==> config.mk <==
export PLATFORM = sky130hd
export DESIGN_NAME = riscv_pipe_ctrl
export DESIGN_NICKNAME = d
export VERILOG_FILES = /design/src/rtl/riscv_pipe_ctrl.sv
export SDC_FILE = /design/constraint.sdc
export NUM_CORES = 1
export LEC_CHECK = 0
export ABC_AREA = 1
export BUFFER_PORTS_ARGS = -buffer_cell sky130_fd_sc_hd__clkbuf_2
export CAP_MARGIN = 20
export CORE_ASPECT_RATIO = 0.75
export CORE_MARGIN = 2
export CORE_UTILIZATION = 50
export CTS_CLUSTER_DIAMETER = 60
export DETAILED_ROUTE_END_ITERATION = 7
export PLACE_DENSITY_LB_ADDON = 0.15
export SLEW_MARGIN = 20
export SYNTH_ARGS = -nofsm -noshare
export SYNTH_HDL_FRONTEND = slang
export SYNTH_SLANG_ARGS = --single-unit
==> constraint.sdc <==
create_clock -name clk -period 2.4 [get_ports clk]
set_input_delay 0.48 -clock clk [delete_from_list [all_inputs] [get_ports clk]]
set_output_delay 0.48 -clock clk [all_outputs]
set_load 0.005 [all_outputs]
==> src/rtl/riscv_pipe_ctrl.sv <==
// riscv_pipe_ctrl: registered D->X control decode with scoreboard hazards and jump bubbles.
// Optional macro HAZARD_FWD_EN: forwarding with load-use-only stalls.
module riscv_pipe_ctrl #(
  parameter int WB_STAGES   = 2,
  parameter int JMP_BUBBLES = 1,
  parameter int FW          = $clog2(WB_STAGES + 1)
) (
  input  logic          clk,
  input  logic          rst_n,
  input  logic          f_valid,
  input  logic [31:0]   f_inst,
  output logic          f_ready,
  output logic          stall,
  input  logic          x_redirect,
  output logic          x_valid,
  output logic [31:0]   x_inst,
  output logic          x_regwen,
  output logic          x_memrw,
  output logic          x_asel,
  output logic          x_bsel,
  output logic [1:0]    x_wbsel,
  output logic [3:0]    x_store_mask,
  output logic [FW-1:0] x_fwd_a,
  output logic [FW-1:0] x_fwd_b
);

  localparam int NS = WB_STAGES + 1;

  logic [6:0] op;
  logic [4:0] rs1, rs2, rd;
  logic [2:0] f3;

  assign op  = f_inst[6:0];
  assign rd  = f_inst[11:7];
  assign f3  = f_inst[14:12];
  assign rs1 = f_inst[19:15];
  assign rs2 = f_inst[24:20];

  logic is_lui, is_auipc, is_jal, is_jalr, is_br;
  logic is_ld, is_st, is_opi, is_op;

  assign is_lui   = op == 7'b0110111;
  assign is_auipc = op == 7'b0010111;
  assign is_jal   = op == 7'b1101111;
  assign is_jalr  = op == 7'b1100111;
  assign is_br    = op == 7'b1100011;
  assign is_ld    = op == 7'b0000011;
  assign is_st    = op == 7'b0100011;
  assign is_opi   = op == 7'b0010011;
  assign is_op    = op == 7'b0110011;

  logic       d_regwen, d_memrw, d_asel, d_bsel;
  logic       use1, use2;
  logic [1:0] d_wbsel;
  logic [3:0] d_mask;

  always_comb begin
    d_regwen = 1'b0;
    d_memrw  = 1'b0;
    d_asel   = 1'b0;
    d_bsel   = 1'b1;
    d_wbsel  = 2'b01;
    d_mask   = 4'b0000;
    use1     = 1'b0;
    use2     = 1'b0;
    unique case (1'b1)
      is_op: begin
        d_regwen = 1'b1;
        d_bsel   = 1'b0;
        use1     = 1'b1;
        use2     = 1'b1;
      end
      is_opi: begin
        d_regwen = 1'b1;
        use1     = 1'b1;
      end
      is_ld: begin
        d_regwen = 1'b1;
        d_wbsel  = 2'b00;
        use1     = 1'b1;
      end
      is_st: begin
        d_memrw = 1'b1;
        use1    = 1'b1;
        use2    = 1'b1;
        case (f3)
          3'b000:  d_mask = 4'b0001;
          3'b001:  d_mask = 4'b0011;
          3'b010:  d_mask = 4'b1111;
          default: d_mask = 4'b0000;
        endcase
      end
      is_br: begin
        d_asel = 1'b1;
        use1   = 1'b1;
        use2   = 1'b1;
      end
      is_jal: begin
        d_regwen = 1'b1;
        d_asel   = 1'b1;
        d_wbsel  = 2'b10;
      end
      is_jalr: begin
        d_regwen = 1'b1;
        d_wbsel  = 2'b10;
        use1     = 1'b1;
      end
      is_lui:   d_regwen = 1'b1;
      is_auipc: begin
        d_regwen = 1'b1;
        d_asel   = 1'b1;
      end
      default: ;
    endcase
  end

  // Index 0 is X, index j is Mj.
  logic [NS-1:0] sb_v, sb_wen, sb_ld;
  logic [4:0]    sb_rd [NS];
  logic [NS-1:0] hit1, hit2;

  always_comb begin
    hit1 = '0;
    hit2 = '0;
    for (int i = 0; i < NS; i++) begin
      hit1[i] = sb_v[i] & sb_wen[i] & (sb_rd[i] != 5'd0)
              & use1 & (sb_rd[i] == rs1);
      hit2[i] = sb_v[i] & sb_wen[i] & (sb_rd[i] != 5'd0)
              & use2 & (sb_rd[i] == rs2);
    end
  end

  logic hazard;

`ifdef HAZARD_FWD_EN
  logic [FW-1:0] fa, fb;
  logic          unused_ok;

  assign hazard    = sb_ld[0] & (hit1[0] | hit2[0]);
  assign unused_ok = ^sb_ld[NS-1:1];

  // Oldest first so the youngest match wins; the last stage is write-through.
  always_comb begin
    fa = '0;
    fb = '0;
    for (int i = NS - 1; i >= 0; i--) begin
      if (hit1[i]) fa = (i >= WB_STAGES) ? '0 : FW'(i + 1);
      if (hit2[i]) fb = (i >= WB_STAGES) ? '0 : FW'(i + 1);
    end
  end
`else
  logic unused_ok;

  assign hazard    = |{hit1[WB_STAGES-1:0], hit2[WB_STAGES-1:0]};
  assign unused_ok = ^{sb_ld, hit1[WB_STAGES], hit2[WB_STAGES]};
  assign x_fwd_a   = '0;
  assign x_fwd_b   = '0;
`endif

  logic [2:0] cnt;
  logic       accept;

  assign f_ready  = ~hazard & (cnt == 3'd0);
  assign stall    = f_valid & ~f_ready;
  assign accept   = f_valid & f_ready & ~x_redirect;
  assign x_valid  = sb_v[0];
  assign x_regwen = sb_wen[0];

  always_ff @(posedge clk) begin
    if (!rst_n) begin
      sb_v         <= '0;
      sb_wen       <= '0;
      sb_ld        <= '0;
      for (int i = 0; i < NS; i++) sb_rd[i] <= '0;
      x_inst       <= '0;
      x_memrw      <= 1'b0;
      x_asel       <= 1'b0;
      x_bsel       <= 1'b0;
      x_wbsel      <= 2'b00;
      x_store_mask <= 4'b0000;
`ifdef HAZARD_FWD_EN
      x_fwd_a      <= '0;
      x_fwd_b      <= '0;
`endif
      cnt          <= 3'd0;
    end else begin
      for (int i = 1; i < NS; i++) begin
        sb_v[i]   <= sb_v[i-1];
        sb_wen[i] <= sb_wen[i-1];
        sb_ld[i]  <= sb_ld[i-1];
        sb_rd[i]  <= sb_rd[i-1];
      end
      if (accept) begin
        sb_v[0]      <= 1'b1;
        sb_wen[0]    <= d_regwen;
        sb_ld[0]     <= is_ld;
        sb_rd[0]     <= rd;
        x_inst       <= f_inst;
        x_memrw      <= d_memrw;
        x_asel       <= d_asel;
        x_bsel       <= d_bsel;
        x_wbsel      <= d_wbsel;
        x_store_mask <= d_mask;
`ifdef HAZARD_FWD_EN
        x_fwd_a      <= fa;
        x_fwd_b      <= fb;
`endif
      end else begin
        sb_v[0]      <= 1'b0;
        sb_wen[0]    <= 1'b0;
        sb_ld[0]     <= 1'b0;
        sb_rd[0]     <= 5'd0;
        x_inst       <= '0;
        x_memrw      <= 1'b0;
        x_asel       <= 1'b0;
        x_bsel       <= 1'b0;
        x_wbsel      <= 2'b00;
        x_store_mask <= 4'b0000;
`ifdef HAZARD_FWD_EN
        x_fwd_a      <= '0;
        x_fwd_b      <= '0;
`endif
      end
      if (x_redirect)
        cnt <= 3'd0;
      else if (accept && (is_jal || is_jalr))
        cnt <= 3'(JMP_BUBBLES);
      else if (cnt != 3'd0)
        cnt <= cnt - 3'd1;
    end
  end

endmodule

Word-level counts from Yosys, hierarchy flattened

Memory sizes are Yosys's and may differ from the RTL's.
Index checks and enable logic that the tools add are counted.

Bits in writable memories: 15
Input port bits: 36
Memories kept: 1
Flip-flop bits (word level): 48

Memory list:

| name  | words | bits a word | rd ports | clocked after Yosys merged registers in | wr ports | line | source |
|---|---|---|---|---|---|---|---|
| sb_rd | 3     | 5           | 2        | 0                                       | 3        | 119  | `logic [4:0] sb_rd [NS];` |

Bitwise logic cells: 24
$add $sub $neg: 1
Mux-type cells: 22
Equality and inequality tests: 15
Reductions and logical operators: 18

Operators with widths:

| operator              | number |
|---|---|
| $eq A7 B6 Y1 const B  | 3 |
| $eq A7 B7 Y1 const B  | 3 |
| $eq A5 B5 Y1          | 4 |
| $mux W5               | 4 |
| $and A1 B1 Y1         | 16 |
| $mux W1               | 16 |
| $eq A7 B5 Y1 const B  | 2 |
| $pmux W4 S3           | 1 |
| $reduce_bool A5 Y1    | 2 |
| $reduce_or A3 Y1      | 3 |
| $eq A7 B2 Y1 const B  | 1 |
| $reduce_or A7 Y1      | 1 |
| $logic_not A3 Y1      | 2 |
| $reduce_or A6 Y1      | 1 |
| $not A1 Y1            | 4 |
| $or A1 B1 Y1          | 4 |
| $pmux W2 S2           | 1 |
| $reduce_or A2 Y1      | 2 |
| $reduce_or A4 Y1      | 1 |
| $eq A3 B1 Y1 const B  | 1 |
| $eq A3 B2 Y1 const B  | 1 |
| $reduce_and A3 Y1     | 1 |
| $reduce_bool A3 Y1    | 1 |
| $sub A3 B1 Y3 const B | 1 |
| 4 further kinds       | 4 |

Longest topological paths before layout

Word-level depth: 15
Gate-level depth with buffers: 13
Depth with buffers taken out: 13

Worst setup path after synthesis

OpenSTA, ideal clock, no wires.

Path kind: input port to flip-flop
From: input f_inst[3]
To: memory sb_rd[0][0], data pin
Buffers on the path: 1
Setup slack: 594 ps
Cell stages on the path: 11
Data required time: 2122 ps
Arrival time: 1527 ps
Library setup time: 278 ps
Path through: inv_1 nand2_1 nor2_1 nand2_1 nor2_1 nand3_1 nand2_1 nor2_2 nand3_2 buf_6 nor3b_2

RTL lines:

| item               | line | source |
|---|---|---|
| start: declaration | 11   | `input logic [31:0] f_inst,` |
| end: declaration   | 119  |  |

==> impl_metrics.yaml <==
status:
  status: "finished, final reports clean"
power:
  ir_drop_mv: 0.472
  powerDensity_nw_per_um2: 692
  swShare_pct: 23.6
  p_leak_nw: 1.71
  pwr-share-comb_pct: 11.6
  power.internal_mw: 1.75
  p_switching_mw: 0.543
  sequentialPowerShare_pct: 44.7
  clock_power_share_pct: 43.7
worst_setup_path:
  end_kind: "output pin"
  r2r_slack_ns: 0.43
  worstSetupPathType: "flop to output pin"
  critPathLaunchType: "flop"
  arrival_ns: 1.73
  critPathMaxFanout: 5
  crit_required_ns: 1.92
clock_network:
  cts_hold_buf: 0
  clk_pin_slew_worst_paths_ns: 0.06
  cts.root.buffer_cell: "clkbuf_8"
  tritoncts: "built"
  numCtsBuffers: 9
  htreeDepth: 3
  post_cts_resized: 0
  clock_latency_ns: 0.33
  post_cts_buffers: 0
  clock_path_buffers: 2
  clkSinkCount: 57
yosys:
  synth.largest_area_cell: "dfxtp_1"
  netlist_instances: 305
  ys_top_cells_by_area: "dfxtp_1, edfxtp_1, nor3b_2"
  synth.distinct_cells: 31
  ys_warn_count: 0
  synth_area_um2: 2590
  syn_avg_cell_area_um2: 8.49
  ys_seq_area_share_pct: 47.9
  synth_top_area_share_pct: 36.3
  synth_seq_cells: 57
finish:
  seq_area_um2: 1240
  num_antenna_cells: 0
  drive_gt1_share_pct: 32.7
  multi_input_area_um2: 1110
  area_growth_pct: 28.3
  fin_nets: 437
  fillCellCount: 426
  final_util_pct: 67.4
drt:
  drtIter0Drc: 85
  vias: 2188
  avgRoutedWirePerCell_um: 11.9
  wl_um: 5510
  ant_nets: 0
  firstDrtPassIters: 4
  drc: 0
  via_per_inst: 4.72
grt:
  grt_max_degree: 23
  grt_first_pass_wirelength_um: 8890
  grt_usage_pct: 20.9
  grt.overflow.total: 0
  grt_pass1_vias: 2036
  antenna_found_initial: 0
sta:
  finalCritPeriodShare_pct: 92.2
  rsz0062_at_grt: "false"
  finalClockSkew_ns: 0.00817
  final_hold_viol_count: 0
  max_freq_mhz: 452
  whs_ns: 0.389
  setup_violations: 0
  final.min_clock_period_ns: 2.21
  drv_slew: 0
  setup_tns_ns: 0
floorplan:
  dieArea_um2: 5780
  start_util_pct: 52.5
  io_pins: 85
  die_height_um: 66.3
  coreArea_um2: 4930
  dieWidth_um: 87.1
  rows: 22
place:
  port_buffers: 80
  dp_hpwl_um: 4180
  gp_congestion: 0.857
min_path:
  hold_class: "primary input to flop"
flow_run:
  drv_cap: 0
==> cells in the mapped netlist <==
library cell and number:
o21ai_1 1, nand3_2 2, buf_4 5, o21ai_0 3, xor2_1 5, nor3b_1 1
o41ai_1 1, nand2b_1 1, clkbuf_1 4, and2_1 1, inv_2 1, nand2_2 2
nor4_1 1, dfxtp_1 47, buf_6 4, nand2_1 56, nor3b_2 22, edfxtp_1 10
nor2b_1 1, nand3_1 17, nor2_1 33, inv_1 47, clkinv_1 1, xnor2_1 6
a21oi_1 6, buf_2 1, nor3_1 19, nand4_1 2, nor2_2 1, ha_1 2
conb_1 2
==> flip-flops by register name, indices dropped and copies added, names as in the netlist <==
name and count:
sb_v 2, x_bsel 1, x_wbsel 2, x_memrw 1, cnt 3, x_store_mask 3
x_inst 32, sb_wen 2, x_asel 1, sb_rd 10
==> placed cells by master, fill, tap and decap left out <==
cell	instances
and2_1	1
nand3_2	3
nor2b_1	1
nand4_1	2
o21ai_1	1
conb_1	14
clkbuf_16	2
ha_1	2
nor2_1	32
bufinv_16	1
nor3b_2	22
nor3_1	19
clkbuf_1	1
nor2_2	2
dfxtp_1	47
xor2_1	5
o21ai_0	3
nand2_2	2
clkbuf_2	80
nand2b_1	1
inv_4	1
nand3_1	16
clkbuf_8	10
inv_2	3
xnor2_1	6
nand2_1	56
inv_1	45
buf_4	2
o41ai_1	1
clkinv_2	1
a21oi_1	6
buf_12	3
edfxtp_1	10
nor3b_1	1
clkinv_1	1
nor4_1	1
==> cells by family after synthesis <==
group | after synthesis | synth area share [%]
buf+inv | 63 | 11.1
fa+ha+maj | 2 | 0.966
flops | 57 | 47.9
xor+xnor | 11 | 3.72
compound gates | 11 | 2.27
simple gates | 159 | 33.7
other cells | 2 | 0.290
==> critical path, cell delays in order (launching register included) <==
cell	delay (ns)
edfxtp_1	0.47
nand2_1	0.11
nand2_1	0.05
nor2_1	0.08
nand2_1	0.06
nor2_1	0.14
nand2_1	0.07
nand2_1	0.06
nand2_1	0.06
nand3_2	0.10
nand2_1	0.06
inv_1	0.04
clkbuf_2	0.10
==> per-layer routing <==
layer / share of wire (%) / up-vias / wire length [µm] / global-route usage (%)
met2: 45 / 85 / 2470 / 30.8
met5: 0 / - / 0 / 0
met4: 0.76 / 0 / 42 / 8.01
met1: 45 / 974 / 2490 / 26.2
met3: 9.2 / 4 / 505 / 10.4
li1: - / 1125 / - / -
==> power by group through the flow <==
stage	registers, mW	logic [mW]	clock network [mW]
floorplan	1.05	0.165	0
global placement	1.05	0.259	0
detailed placement	1.05	0.263	0
CTS	1.03	0.266	1.03
global route	1.03	0.301	1.07
finish	1.03	0.267	1.00
==> area by class of cell <==
cell class	count	area share [%]
clock buffers	13	5.76
clock inverters	3	1.24
inverters	49	5.54
multi-input cells	197	33.5
flip-flops and latches	57	37.4
well taps	60	2.26
repair buffers	85	14.3
==> per-stage QoR <==
| stage | area (µm²) | total power, mW | setup slack [ns] | instances |
|---|---|---|---|---|
| 6_report | 3320 | 2.30 | 0.187 | 464 |
| 2_1_floorplan | 2630 | 1.21 | 0.594 | 317 |
| 4_1_cts | 3310 | 2.32 | 0.145 | 464 |
| 3_5_place_dp | 3080 | 1.31 | 0.267 | 448 |
| 5_1_grt | 3320 | 2.40 | 0.00916 | 464 |
| 3_3_place_gp | 3080 | 1.31 | 0.327 | 448 |
==> path summary, 6_finish.rpt <==
kind | start | end | cells past startpoint
worst max-delay path | sb_rd[0][3] | stall | 12
worst min-delay path | f_inst[30] | x_inst[30] | 2
worst max register to register | sb_rd[0][2] | x_inst[10] | 11
worst min register to register | sb_wen[0] | sb_wen[1] | 2
(Power assumes the default switching activity.)
